===== src/rtl/mux_arbiter_4.sv =====
// Four-source round-robin arbiter driving a 4-to-1 mux selector.
// Each owner may hold the grant for at most MAX_HOLD cycles while others wait.
module mux_arbiter_4 #(
  parameter int unsigned MAX_HOLD = 16
) (
  input  logic       clk,
  input  logic       rst_n,
  input  logic [3:0] req,
  output logic [3:0] gnt,
  output logic [1:0] sel,
  output logic       sel_valid,
  output logic       preempt
);

  typedef enum logic {IDLE, GRANT} state_t;

  localparam logic [7:0] HOLD_MAX = 8'(MAX_HOLD);

  state_t     state, state_nxt;
  logic [1:0] owner, owner_nxt;
  logic [1:0] last, last_nxt;
  logic [7:0] cnt, cnt_nxt;
  logic       preempt_nxt;
  logic [3:0] gnt_nxt;
  logic       sel_valid_nxt;
  logic [1:0] pick;
  logic [3:0] others;

  // Rotate requests so the slot after 'last' lands on bit 0, take the lowest
  // set bit, then rotate the index back.
  function automatic logic [1:0] rr_pick(input logic [3:0] r, input logic [1:0] lst);
    logic [2:0] base;
    logic [7:0] dbl;
    logic [3:0] rot;
    logic [1:0] off;
    base = {1'b0, lst} + 3'd1;
    dbl  = {r, r} >> base;
    rot  = dbl[3:0];
    if (rot[0])      off = 2'd0;
    else if (rot[1]) off = 2'd1;
    else if (rot[2]) off = 2'd2;
    else             off = 2'd3;
    return lst + 2'd1 + off;
  endfunction

  always_ff @(posedge clk or negedge rst_n) begin
    if (!rst_n) begin
      state     <= IDLE;
      owner     <= 2'd0;
      last      <= 2'd3;
      cnt       <= 8'd0;
      gnt       <= 4'b0000;
      sel_valid <= 1'b0;
      preempt   <= 1'b0;
    end else begin
      state     <= state_nxt;
      owner     <= owner_nxt;
      last      <= last_nxt;
      cnt       <= cnt_nxt;
      gnt       <= gnt_nxt;
      sel_valid <= sel_valid_nxt;
      preempt   <= preempt_nxt;
    end
  end

  // While granted, last == owner, so the search visits the owner last and any
  // other pending request wins over it.
  always_comb begin
    state_nxt   = state;
    owner_nxt   = owner;
    last_nxt    = last;
    cnt_nxt     = cnt;
    preempt_nxt = 1'b0;
    pick        = rr_pick(req, last);
    others      = req & ~(4'b0001 << owner);
    case (state)
      IDLE: begin
        if (|req) begin
          state_nxt = GRANT;
          owner_nxt = pick;
          last_nxt  = pick;
          cnt_nxt   = 8'd1;
        end
      end
      GRANT: begin
        if (!req[owner]) begin
          if (|others) begin
            owner_nxt = pick;
            last_nxt  = pick;
            cnt_nxt   = 8'd1;
          end else begin
            state_nxt = IDLE;
            cnt_nxt   = 8'd0;
          end
        end else if (cnt == HOLD_MAX) begin
          if (|others) begin
            owner_nxt   = pick;
            last_nxt    = pick;
            cnt_nxt     = 8'd1;
            preempt_nxt = 1'b1;
          end else begin
            cnt_nxt = 8'd1;
          end
        end else begin
          cnt_nxt = cnt + 8'd1;
        end
      end
      default: state_nxt = IDLE;
    endcase
  end

  always_comb begin
    gnt_nxt       = 4'b0000;
    sel_valid_nxt = 1'b0;
    if (state_nxt == GRANT) begin
      gnt_nxt       = 4'b0001 << owner_nxt;
      sel_valid_nxt = 1'b1;
    end
  end

  // The owner register doubles as the mux select, so it holds while idle.
  assign sel = owner;

endmodule


===== config.mk =====
export PLATFORM = sky130hd
export DESIGN_NAME = mux_arbiter_4
export DESIGN_NICKNAME = d
export VERILOG_FILES = /design/src/rtl/mux_arbiter_4.sv
export SDC_FILE = /design/constraint.sdc
export NUM_CORES = 1
export LEC_CHECK = 0
export ABC_AREA = 1
export ABC_CLOCK_PERIOD_IN_PS = 2000
export BUFFER_PORTS_ARGS = -buffer_cell sky130_fd_sc_hd__clkbuf_2
export CORE_MARGIN = 5
export CORE_UTILIZATION = 39
export CTS_CLUSTER_DIAMETER = 30
export DETAILED_ROUTE_END_ITERATION = 6
export PLACE_DENSITY = 0.62
export SYNTH_ARGS = -nofsm -noshare
export SYNTH_HDL_FRONTEND = slang
export SYNTH_SLANG_ARGS = --single-unit

===== constraint.sdc =====
create_clock -name clk -period 2 [get_ports clk]
set_input_delay 0.1 -clock clk [delete_from_list [all_inputs] [get_ports clk]]
set_output_delay 0.1 -clock clk [all_outputs]
set_load 0.005 [all_outputs]

======== Word-level counts from Yosys, hierarchy flattened ========
Index checks and enable logic that the tools add are counted.
word-level totals
  word-level logic and storage cells ...... 53
  flip-flop bits (word level) ............. 19
  bits of input ports ..................... 6
cells by class
  shift operators ......................... 3
  eq/ne operators ......................... 3
  reductions and logical operators ........ 3
  bitwise operators ....................... 3
  muxes and demuxes ....................... 29
  order comparisons ....................... 1
  $add $sub $neg .......................... 4
operators with widths
  operator                                                                       count
  8-bit two-way mux                                                              3
  2-bit two-way mux                                                              10
  8-bit one-hot mux with 2 select lines                                          1
  1-bit two-way mux                                                              10
  8-bit by 1-bit adder with 8-bit output (second input constant)                 1
  8-bit by 5-bit equality test with 1-bit output (second input constant)         1
  2-bit one-hot mux with 2 select lines                                          2
  4-bit OR reduction                                                             2
  1-bit by 2-bit << shifter with 4-bit output (first input constant)             2
  8-bit by 3-bit >> shifter with 3-bit output                                    1
  4-bit AND                                                                      1
  4-bit two-way mux                                                              1
  4-bit NOT                                                                      1
  2-bit by 1-bit adder with 3-bit output (second input constant)                 1
  2-bit by 3-bit less-than comparator with 1-bit output (second input constant)  1
  3-bit by 2-bit inequality test with 1-bit output (second input constant)       1
  2-bit by 1-bit adder with 2-bit output (second input constant)                 1
  2-bit adder                                                                    1
  1-bit binary-select mux with 2-bit select                                      1
  2-bit inequality test (second input constant)                                  1
  1-bit one-hot mux with 2 select lines                                          1
  2-bit AND reduction                                                            1
  1-bit NOT                                                                      1

======== Logic depth before layout (Yosys ltp) ========
  depth in word-level cells ............... 12
  gate-level depth with buffers ........... 13
  gate-level depth less buffers ........... 13

======== Least setup slack after synthesis ========
Ideal clock, no wire load.
  path kind ............................... register to register
  start point ............................. reg last[0]
  end point ............................... reg gnt[0]
  setup time .............................. 117 ps
  stages on the path, launching flop included .. 12
  period minus slack after synthesis ...... 1735 ps
  arrival time ............................ 1617 ps
  data required time ...................... 1883 ps
  path slack .............................. 265 ps
  buffers on the path ..................... 0
  path through ............................ dfstp_2 > nand2_1 > and2_1 > o21ai_0 > a32oi_1 > ha_1 > inv_1 > nand3_1 > nand2_2 > nor2_4 > nor2_4 > nor2_2
on the way
  longest elaborated chain between the ends .. 12
  elaborated cells between the ends (all ways) .. 14
  classes of those cells .................. 3 x add/sub; 2 x shift; 9 x mux
ends and longest elaborated chain
  item                                             RTL line  RTL
  from (decl)                                      21        logic [1:0] last, last_nxt;
  from (signal assigned)                           58        last <= last_nxt;
  2-bit by 1-bit adder with 3-bit output           36        base = {1'b0, lst} + 3'd1;
  8-bit by 3-bit >> shifter with 3-bit output      37        dbl = {r, r} >> base;
  1-bit two-way mux                                41        else if (rot[2]) off = 2'd2;
  2-bit two-way mux                                40        else if (rot[1]) off = 2'd1;
  2-bit two-way mux                                39        if (rot[0]) off = 2'd0;
  2-bit adder (*)                                  43        return lst + 2'd1 + off;
  2-bit two-way mux                                87, 96
  2-bit two-way mux                                95        end else if (cnt == HOLD_MAX) begin
  2-bit two-way mux                                86        if (!req[owner]) begin
  2-bit one-hot mux with 2 select lines (*)        76        case (state)
  via owner_nxt[1]                                 20        logic [1:0] owner, owner_nxt;
  1-bit by 2-bit << shifter with 4-bit output (*)  116       gnt_nxt = 4'b0001 << owner_nxt;
  4-bit two-way mux (*)                            115       if (state_nxt == GRANT) begin
  via gnt_nxt[0]                                   24        logic [3:0] gnt_nxt;
  to (signal assigned)                             60        gnt <= gnt_nxt;
  to (decl)                                        9         output logic [3:0] gnt,
Mark *: on every way through the listed nets, which the timed path passes. The rest lies on a longest branch.
A chain may end at the register's enable or synchronous reset.

======== Worst setup path after layout ========
  start point ............................. reg last[0]
  end point ............................... reg gnt[3]
on the way
  longest elaborated chain between the ends .. 12
  elaborated cells between the ends (all ways) .. 14
  classes of those cells .................. 3 x add/sub; 2 x shift; 9 x mux
ends and longest elaborated chain
  item                                             RTL line
  2-bit by 1-bit adder with 3-bit output           36
  8-bit by 3-bit >> shifter with 3-bit output      37
  1-bit two-way mux                                41
  2-bit two-way mux                                40
  2-bit two-way mux                                39
  2-bit adder (*)                                  43
  2-bit two-way mux                                87, 96
  2-bit two-way mux                                95
  2-bit two-way mux                                86
  2-bit one-hot mux with 2 select lines (*)        76
  1-bit by 2-bit << shifter with 4-bit output (*)  116
  4-bit two-way mux (*)                            115
  via gnt_nxt[3]                                   24
Marked as above.

==> qor.txt <==
Hold endpoint = sel_valid$_DFF_PN0_
Critical Path RT = 2180 ps
Minimum clock period = 1888 ps
Net Count, Synth = 165
Slew Limit Fails = 0
Hold_sp = req[2]
PortBufs = 13
CP Launch Type = register
Synth cell types = 29
Power per cell area = 1456 mW/mm^2
Synth Instances = 156
Worst path cell trace = inv_2, nand2_2, and2_1, o21ai_1, a32oi_1, ha_2, buf_4, nand3_1, nand2_1, nand2_1, nand2_1, nor2_1
Grt total ovfl = 0
Initial antenna violation count = 0
Die width = 65.03 um
Slowest CP cell = dfstp_2
Post-synthesis mux area share = 0%
Path depth of the worst reg2reg path = 12
Hold Path Cell Cnt = 3
Final hold viol count = 0
Post-synth EDFFs = 0
Clock Latency Late Sink = 290 ps
Switching Share = 47.55%
Rows = 20
Worst slew pin tran = 440.5 ps
FILL cells = 303
Worst path most repeated cell = nand2_1
Num CTS Buffers = 3
Post-DP HPWL = 1.880 mm
Reg2reg end = gnt[3]$_DFF_PN0_
Clk network pwr share = 9.1%
DRT Pass-1 Iters = 4
Power, Total = 1986 uW
Cell taking the most area after synthesis = dfrtp_1
First-pass GRT wire length = 4.257 mm
Largest net degree at the start of global routing = 19
FF-to-FF Start = last[0]$_DFFE_PN1P_
Status = completed
DR vias = 1,052
Setup CP Type = register to register
CTS tree = done
Cell Area, Placed = 0.001276 sq mm
Post-Synth Simple-Gate Area = 40.04%
Number of global-route vias before repair = 1,029
GRT met3 Usage = 2.426%
GRT Util Overall = 12.72%
Via density = 5.010
Clock Skew = 10.33 ps
Crit end category = register
DRC = 0
Met2 GRT Util = 23.88%
Lkg Pwr = 0.0007317 uW
Synth Cell Area = 0.001181 sq mm
Core ar. = 0.002978 sq mm
Adder-Cell Fraction of Synth Area = 3.178%
Final setup margin = 111.8 ps
IO Pins = 14
Main combinational cell family by area after synthesis = simple AND/OR/NAND/NOR gates
Peak VDD IR = 0.0005695 V
Avg Inst Size Synth = 7.571 sq um
Crit path max fanout = 7
Clk pin slew, worst setup/hold paths = 90 ps
FMAX = 529.6 MHz
FF/Latch Area = 452.9 sq um
Critical Path AT = 2070 ps
Max Root-Sink Buffers = 2
Die Ht = 65.03 um
Slew headroom = 70.63%
Dominant synthesized flop cell = dfrtp_1
Dpl ws = 87.36 ps
Max-cap violations = 0
Crit path largest cell delay = 620 ps
Final Setup Violations = 0
Seq cells post-synth = 18
Clk sinks = 18
Warnings, synthesis = 0
Final wirelength = 2.418 mm
Synth area leaders = dfrtp_1, nand2_1, inv_1, nand2_2, nand3_1
Compound-Gate Fraction of Synth Area = 8.369%
Die area = 0.004229 sq mm
Final ANT Viol Nets = 0
Setup slack, reg-to-reg = 110 ps
Ant diodes = 0
Share of async-settable or async-resettable flops after synthesis = 100.0%
Initial Util = 39.66%
Internal power = 1042 uW
DRT iter0 DRCs = 107
Gr busiest metal = met2
Grt met1 use = 14.36%
Post-Synth XOR/XNOR Area = 2.225%
Min-delay worst type = primary input to register
Count leader, synth = nand2_1
Clock root buffer = clkbuf_4
Reg power frac = 31.4%
Switching power = 944.4 uW
Avg WL per Cell = 11.51 um
Synth top cells by count = nand2_1, inv_1, dfrtp_1
Top cell type's share of synthesized area = 33.90%
Share of layout cells above drive strength 1 = 29.94%
Area Growth Syn to Fin = 15.47%
Post-synthesis sequential area ratio = 38.35%
Nets = 187
Final instance area = 0.001364 sq mm
Area of the multi-input gates = 656.9 sq um
RePlAce Congestion = 0.7884
Combinational share of power = 59.5%
CTS HTree Levels = 1
Final period util = 94.41%
[area by class of cell]
| cell class | instances | area share, % |
|---|---|---|
| multi-input combinational | 116 | 48.17 |
| sequential | 18 | 33.21 |
| timing repair buffer | 18 | 7.706 |
| inverter | 21 | 5.963 |
| tap | 33 | 3.028 |
| clock buffer | 4 | 1.927 |
[critical path, delay by kind of cell, from the launching register on]
family,cells,cell delay (ps)
AOI/OAI and AO/OA,2,240
adders and majority gates,1,230
buffers and inverters,2,180
DFF,1,620
and+or+nand+nor,7,520
[flip-flops by register name, summed over array words and instances (netlist names)]
name	cells
cnt	8
gnt	4
last	2
preempt	1
sel	2
sel_valid	1
[repair_timing]
item | CTS | global route
hold buffers | 1 | 0
resized for setup | 0 | 8
setup buffers | 0 | 4
setup endpoints to repair | 0 | 6
endpoints found under the hold margin | 16 | 0
[per-layer routing]
| metal | vias up | wire (um) |
|---|---|---|
| li1 | 540 | - |
| met1 | 491 | 1040 |
| met2 | 19 | 1269 |
| met3 | 2 | 90 |
| met4 | 0 | 18 |
| met5 | - | 0 |
[metrics by stage]
step | std cells | util (%) | setup TNS [ps] | hold WS (ps)
after floorplan | 156 | - | 0 | -195.6
after global placement | 201 | 42.86 | 0 | 60.91
after detailed placement | 201 | 42.86 | 0 | 70.51
after CTS | 206 | 44.08 | 0 | 151.9
after global routing | 210 | 45.80 | -18.32 | 163.3
final | 210 | 45.80 | 0 | 168.9
[cell families (layout without fill, tap and decap cells)]
group / after synthesis / after routing
compound gates: 18 / 18
buf+inv: 22 / 43
fa+ha+maj: 3 / 3
xor+xnor: 3 / 3
flops: 18 / 18
simple gates: 92 / 92
[cell usage in the layout, fill, tap and decap left out]
cell type	netlist	final
a21oi_1	3	3
a32oi_1	1	1
and2_1	1	1
and3_1	1	1
buf_4	0	4
clkbuf_1	0	1
clkbuf_2	0	13
clkbuf_4	0	3
dfrtp_1	16	16
dfstp_2	2	2
dlygate4sd3_1	0	1
ha_1	3	2
ha_2	0	1
inv_1	18	18
inv_2	2	2
inv_4	1	1
nand2_1	37	35
nand2_2	10	12
nand2_4	1	1
nand3_1	12	10
nand3_2	2	4
nand3_4	1	1
nand4_1	1	1
nand4_2	1	1
nor2_1	14	14
nor2_2	3	3
nor2_4	2	2
nor3_1	5	5
nor3b_2	1	1
o21ai_0	11	9
o21ai_1	1	2
o21ai_2	1	2
o22ai_1	1	1
xor2_1	3	3
[power by group through the flow]
stage | combinational [uW] | clock [uW] | sequential [uW]
final | 1180 | 182 | 623
after global routing | 1350 | 215 | 642
after CTS | 1070 | 194 | 616
after detailed placement | 1060 | 0 | 624
after global placement | 1020 | 0 | 614
after floorplan | 862 | 0 | 584
[worst max path at each step]
stage	start	end	cells after the start
global placement	last[0]$_DFFE_PN1P_	gnt[1]$_DFF_PN0_	11
CTS	last[0]$_DFFE_PN1P_	gnt[1]$_DFF_PN0_	11
finish	last[0]$_DFFE_PN1P_	gnt[3]$_DFF_PN0_	12
global route	last[0]$_DFFE_PN1P_	gnt[3]$_DFF_PN0_	11
detailed placement	last[0]$_DFFE_PN1P_	gnt[0]$_DFF_PN0_	11
floorplan	last[0]$_DFFE_PN1P_	gnt[0]$_DFF_PN0_	11
Power figures use the tool's default switching activity.
